## src/rtl/circle_interp_gen.sv

```systemverilog
// Point-by-point comparison circular interpolator: one X or Y unit step per
// step_en tick, walking a circle about the origin from (xs,ys) to (xe,ye).
module circle_interp_gen #(
  parameter int W         = 16,
  parameter int MAX_STEPS = 8 * 2**(W-1),
  parameter int CW_BITS   = $clog2(MAX_STEPS+1)
) (
  input  logic                      pulse_clk,
  input  logic                      sys_rst_l,
  input  logic                      start,
  input  logic                      abort,
  input  logic                      dir_cw,
  input  logic signed [W-1:0]       xs,
  input  logic signed [W-1:0]       ys,
  input  logic signed [W-1:0]       xe,
  input  logic signed [W-1:0]       ye,
  input  logic                      step_en,
  output logic                      busy,
  output logic                      done,
  output logic                      err_flag,
  output logic                      x_step,
  output logic                      y_step,
  output logic                      x_dir,
  output logic                      y_dir,
  output logic signed [W-1:0]       x_pos,
  output logic signed [W-1:0]       y_pos,
  output logic        [CW_BITS-1:0] step_cnt
);
  localparam int FW = 2*W + 2;
  localparam logic signed [W-1:0]  ONE_W   = 1;
  localparam logic signed [FW-1:0] ONE_F   = 1;
  localparam logic [CW_BITS-1:0]   CNT_ONE = 1;
  localparam logic [CW_BITS-1:0]   CNT_MAX = CW_BITS'(MAX_STEPS);

  // Move codes: {is_x, positive}
  localparam logic [1:0] MV_PX = 2'b11;
  localparam logic [1:0] MV_NX = 2'b10;
  localparam logic [1:0] MV_PY = 2'b01;
  localparam logic [1:0] MV_NY = 2'b00;

  typedef enum logic [1:0] {IDLE, RUN, FIN} state_t;
  state_t state, state_nxt;

  logic signed [W-1:0]  xe_p0, ye_p0;
  logic                 cw_p0;
  logic signed [FW-1:0] f_p0;

  logic                 xn, yn, xz, yz, fneg;
  logic [1:0]           quad, mv_ge, mv_lt, mv;
  logic signed [W-1:0]  x_nxt, y_nxt;
  logic signed [FW-1:0] sel_ext, f_nxt;
  logic [CW_BITS-1:0]   cnt_nxt;
  logic                 hit_end, out_of_budget, origin_start;

  // Quadrant classification; the boundary axes belong to whichever quadrant
  // the direction of travel is about to enter.
  always_comb begin
    xn   = x_pos[W-1];
    yn   = y_pos[W-1];
    xz   = (x_pos == '0);
    yz   = (y_pos == '0);
    fneg = f_p0[FW-1];
    quad = 2'd0;
    if (cw_p0) begin
      if (xn && !yn)                    quad = 2'd1;
      else if ((xn || xz) && yn)        quad = 2'd2;
      else if (!xn && !xz && (yn || yz)) quad = 2'd3;
    end else begin
      if ((xn || xz) && !yn && !yz)     quad = 2'd1;
      else if (xn && (yn || yz))        quad = 2'd2;
      else if (!xn && yn)               quad = 2'd3;
    end
  end

  always_comb begin
    mv_ge = MV_NY;
    mv_lt = MV_PX;
    case ({cw_p0, quad})
      3'b100:  begin mv_ge = MV_NY; mv_lt = MV_PX; end
      3'b101:  begin mv_ge = MV_PX; mv_lt = MV_PY; end
      3'b110:  begin mv_ge = MV_PY; mv_lt = MV_NX; end
      3'b111:  begin mv_ge = MV_NX; mv_lt = MV_NY; end
      3'b000:  begin mv_ge = MV_NX; mv_lt = MV_PY; end
      3'b001:  begin mv_ge = MV_NY; mv_lt = MV_NX; end
      3'b010:  begin mv_ge = MV_PX; mv_lt = MV_NY; end
      default: begin mv_ge = MV_PY; mv_lt = MV_PX; end
    endcase
    mv = fneg ? mv_lt : mv_ge;
  end

  // F update uses the pre-step coordinate of the moving axis
  always_comb begin
    x_nxt   = x_pos;
    y_nxt   = y_pos;
    if (mv[1]) x_nxt = mv[0] ? x_pos + ONE_W : x_pos - ONE_W;
    else       y_nxt = mv[0] ? y_pos + ONE_W : y_pos - ONE_W;
    sel_ext = mv[1] ? FW'(x_pos) : FW'(y_pos);
    f_nxt   = mv[0] ? f_p0 + (sel_ext <<< 1) + ONE_F
                    : f_p0 - (sel_ext <<< 1) + ONE_F;
    cnt_nxt = step_cnt + CNT_ONE;
    hit_end = (x_nxt == xe_p0) && (y_nxt == ye_p0) && (step_cnt != '0);
    out_of_budget = (cnt_nxt == CNT_MAX);
    origin_start  = (xs == '0) && (ys == '0);
  end

  always_comb begin
    state_nxt = state;
    case (state)
      IDLE:    if (start) state_nxt = origin_start ? FIN : RUN;
      RUN: begin
        if (abort)                                     state_nxt = IDLE;
        else if (step_en && (hit_end || out_of_budget)) state_nxt = FIN;
      end
      FIN:     state_nxt = IDLE;
      default: state_nxt = IDLE;
    endcase
  end

  always_ff @(posedge pulse_clk or negedge sys_rst_l) begin
    if (!sys_rst_l) state <= IDLE;
    else            state <= state_nxt;
  end

  assign busy = (state == RUN);
  assign done = (state == FIN);

  always_ff @(posedge pulse_clk or negedge sys_rst_l) begin
    if (!sys_rst_l) begin
      x_pos    <= '0;
      y_pos    <= '0;
      xe_p0    <= '0;
      ye_p0    <= '0;
      cw_p0    <= 1'b0;
      f_p0     <= '0;
      step_cnt <= '0;
      err_flag <= 1'b0;
      x_step   <= 1'b0;
      y_step   <= 1'b0;
      x_dir    <= 1'b0;
      y_dir    <= 1'b0;
    end else begin
      x_step <= 1'b0;
      y_step <= 1'b0;
      if (state == IDLE && start) begin
        x_pos    <= xs;
        y_pos    <= ys;
        xe_p0    <= xe;
        ye_p0    <= ye;
        cw_p0    <= dir_cw;
        f_p0     <= '0;
        step_cnt <= '0;
        err_flag <= origin_start;
      end else if (state == RUN && !abort && step_en) begin
        x_pos    <= x_nxt;
        y_pos    <= y_nxt;
        f_p0     <= f_nxt;
        step_cnt <= cnt_nxt;
        x_step   <= mv[1];
        y_step   <= !mv[1];
        if (mv[1]) x_dir <= mv[0];
        else       y_dir <= mv[0];
        if (!hit_end && out_of_budget) err_flag <= 1'b1;
      end
    end
  end
endmodule

```

## config.mk

```make
export PLATFORM = sky130hd
export DESIGN_NAME = circle_interp_gen
export DESIGN_NICKNAME = d
export VERILOG_FILES = /design/src/rtl/circle_interp_gen.sv
export SDC_FILE = /design/constraint.sdc
export NUM_CORES = 1
export LEC_CHECK = 0
export ABC_AREA = 1
export BUFFER_PORTS_ARGS = -buffer_cell sky130_fd_sc_hd__buf_2
export CAP_MARGIN = 20
export CORE_MARGIN = 2
export CORE_UTILIZATION = 35
export CTS_BUF_LIST = sky130_fd_sc_hd__clkbuf_2
export DETAILED_ROUTE_END_ITERATION = 8
export PLACE_DENSITY = 0.53
export SLEW_MARGIN = 10
export SYNTH_ARGS = -nofsm -noshare
export SYNTH_HDL_FRONTEND = slang
export SYNTH_SLANG_ARGS = --single-unit
```

## constraint.sdc

```tcl
create_clock -name pulse_clk -period 12.4 [get_ports pulse_clk]
set_clock_uncertainty 0.05 [all_clocks]
set_input_delay 2.48 -clock pulse_clk [delete_from_list [all_inputs] [get_ports pulse_clk]]
set_output_delay 2.48 -clock pulse_clk [all_outputs]
set_load 0.02 [all_outputs]
```

==> results.cfg <==
[floorplanning]
die_height_um = 191
core_um2 = 34500
initial_core_util_pct = 35.6
ioPinCount = 128
die_area_um2 = 36600
die_w_um = 191
rows = 68

[sta]
finalSetupViolCount = 0
worstMarginPinSlew_ns = 0.982
setup_tns_ns = 0
layout_min_cycle_time_ns = 6.12
slew_viol_final = 0
clock.fmax_mhz = 163
period_share_pct = 49.4
relSlewSlack_pct = 34.6
hold_violations = 0
rsz0062_at_grt = no

[synth]
synth-seq-area-share_pct = 25.5
synth_nets = 1994
synth-main-ff-cell = dfrtp_1
synth_edf_count = 0
ys.warnings.count = 0
netlist_area_um2 = 12300
ys_ff_latch = 125
synth_cell_types = 57
ys_async_sr_fraction_pct = 100
netlist_instances = 1793
synth_area_per_cell_um2 = 6.85

[layout]
fin_area_um2 = 13700
stdcell_count = 2374
final_util_pct = 39.6
syn_to_final_growth_pct = 11.2
nFillCells = 3815
final-seq-area_um2 = 3130
multiInputGateArea_um2 = 8220
fin_nets = 2105
drive_gt1_share_pct = 11.4

[worst_setup_path]
endpoint_kind = register
crit_fanout = 70
crit_type = register to register
critPathRequiredTime_ns = 12.98
path_common_cell = nand2_1
crit_arrival_ns = 6.70
cp-start-kind = register
critPathMaxStageDelay_ns = 0.61
slowest_stage = nand2_4

[run_status]
status = finished clean

[grt]
grt_use_total_pct = 23.2
grt_max_degree = 86
grt_pass1_vias = 12195
antenna_found_initial = 1
grt_pass1_wl_mm = 66.4
grt.overflow.total = 0

[routing]
wl_per_cell_um = 17.6
vias_per_cell = 5.28
firstDrtPassIters = 8
via_count = 12530
drc_errors = 0
routed_wl_mm = 41.8
drt_iter0_drc = 759
ant_nets = 0

[place]
io_buffer_count = 127
placedCellCount = 2340
place.gp.congestion = 0.910
place_area_um2 = 13400
dp_hpwl_mm = 32.1

[job]
cap_violations = 0

[clock_tree]
cts_hold_buf = 0
htreeDepth = 4
cts_tree = done
numCtsBuffers = 17
clkSinkCount = 125
cts.clk_slew.worst_paths_ns = 0.25
postCtsSetupBuffers = 0
clk_latency_ns = 0.79
cts_buffer_depth = 2
root_buffer = clkbuf_2
cts_resized = 0

[hold_path]
min_path_type = register to register
## worst max-delay path: cells and delay by family (launching register included)
family | cells | cell delay (ns)
fa+ha+maj | 2 | 0.78
compound gates | 11 | 2.14
flops | 1 | 0.54
simple gates | 15 | 2.28
buf+inv | 2 | 0.15
## state kept, by name, summed over array words and instances (netlist names)
signal	cells
y_step	1
x_dir	1
ye_p0	16
cw_p0	1
y_dir	1
x_pos	16
xe_p0	16
err_flag	1
y_pos	16
state	2
step_cnt	19
x_step	1
f_p0	34
## layout make-up
class	count	area share, %
Multi-Input combinational cell	1426	60.1
Sequential cell	125	22.9
Inverter	197	5.41
Timing Repair Buffer	137	5.39
Tap cell	455	4.16
Clock inverter	15	1.35
Clock buffer	17	0.622
Antenna cell	2	0.0366
## synthesized netlist by cell type (12+ instances only)
cell type | instances | area [µm²]
nor2_1 | 114 | 428
inv_1 | 195 | 732
xnor2_1 | 30 | 263
nand2_1 | 530 | 1990
clkbuf_1 | 34 | 128
xor2_1 | 38 | 333
o221ai_1 | 25 | 219
ha_1 | 127 | 1590
nand3_1 | 96 | 480
nor3_1 | 12 | 60.1
or2_2 | 12 | 75.1
nor4_1 | 17 | 106
a21oi_1 | 113 | 566
nand4_1 | 33 | 206
dfrtp_1 | 125 | 3130
o22ai_1 | 17 | 106
o211ai_1 | 13 | 97.6
o21ai_0 | 111 | 556
a31oi_1 | 18 | 113
## final timing paths
path | endpoint | depth (start not counted) | slack, ns | startpoint
max | f_p0[33] | 30 | 6.28 | y_pos[1]
max in group asynchronous | f_p0[26] | 2 | 9.36 | sys_rst_l
min | y_dir | 1 | 0.46 | y_dir
min in group asynchronous | state[0] | 1 | 1.62 | sys_rst_l
min reg2reg | y_dir | 1 | 0.46 | y_dir
max reg2reg | f_p0[33] | 30 | 6.28 | y_pos[1]
## placed cells by master (no fill, tap or decap), types with 10 or more instances in the layout
cell,count
nand2_1,529
inv_1,193
ha_1,127
buf_2,126
dfrtp_1,125
nor2_1,113
a21oi_1,113
o21ai_0,111
nand3_1,96
xor2_1,38
nand4_1,33
xnor2_1,30
o221ai_1,25
a31oi_1,18
o22ai_1,17
nor4_1,17
clkbuf_2,17
o211ai_1,13
nor3_1,12
or2_2,12
a21o_1,11
o21a_1,10
## stage by stage
stage	setup slack (ns)	hold slack (ns)
6_report	6.28	0.461
2_1_floorplan	7.27	0.412
5_1_grt	5.71	0.498
3_5_place_dp	6.43	0.431
4_1_cts	6.35	0.474
3_3_place_gp	6.57	0.421
## per-layer routing
layer	part of all wire, %	track usage [%]	vias up
met4	1.7	4.67	0
met5	0	0	-
met2	45	37.8	307
met1	49	32.3	5829
met3	4.5	3.54	52
li1	-	-	6342
## cell families after synthesis
family          count (synthesis)  synth area share [%]
compound gates                366                  17.9
fa+ha+maj                     131                  13.6
mux                             6                 0.550
flops                         125                  25.5
simple gates                  855                  29.9
buf+inv                       242                  7.73
xor+xnor                       68                  4.85
Power is left out: the tool's default activity adds up to more than one toggle a clock period on the data nets, which glitch-free logic cannot reach.
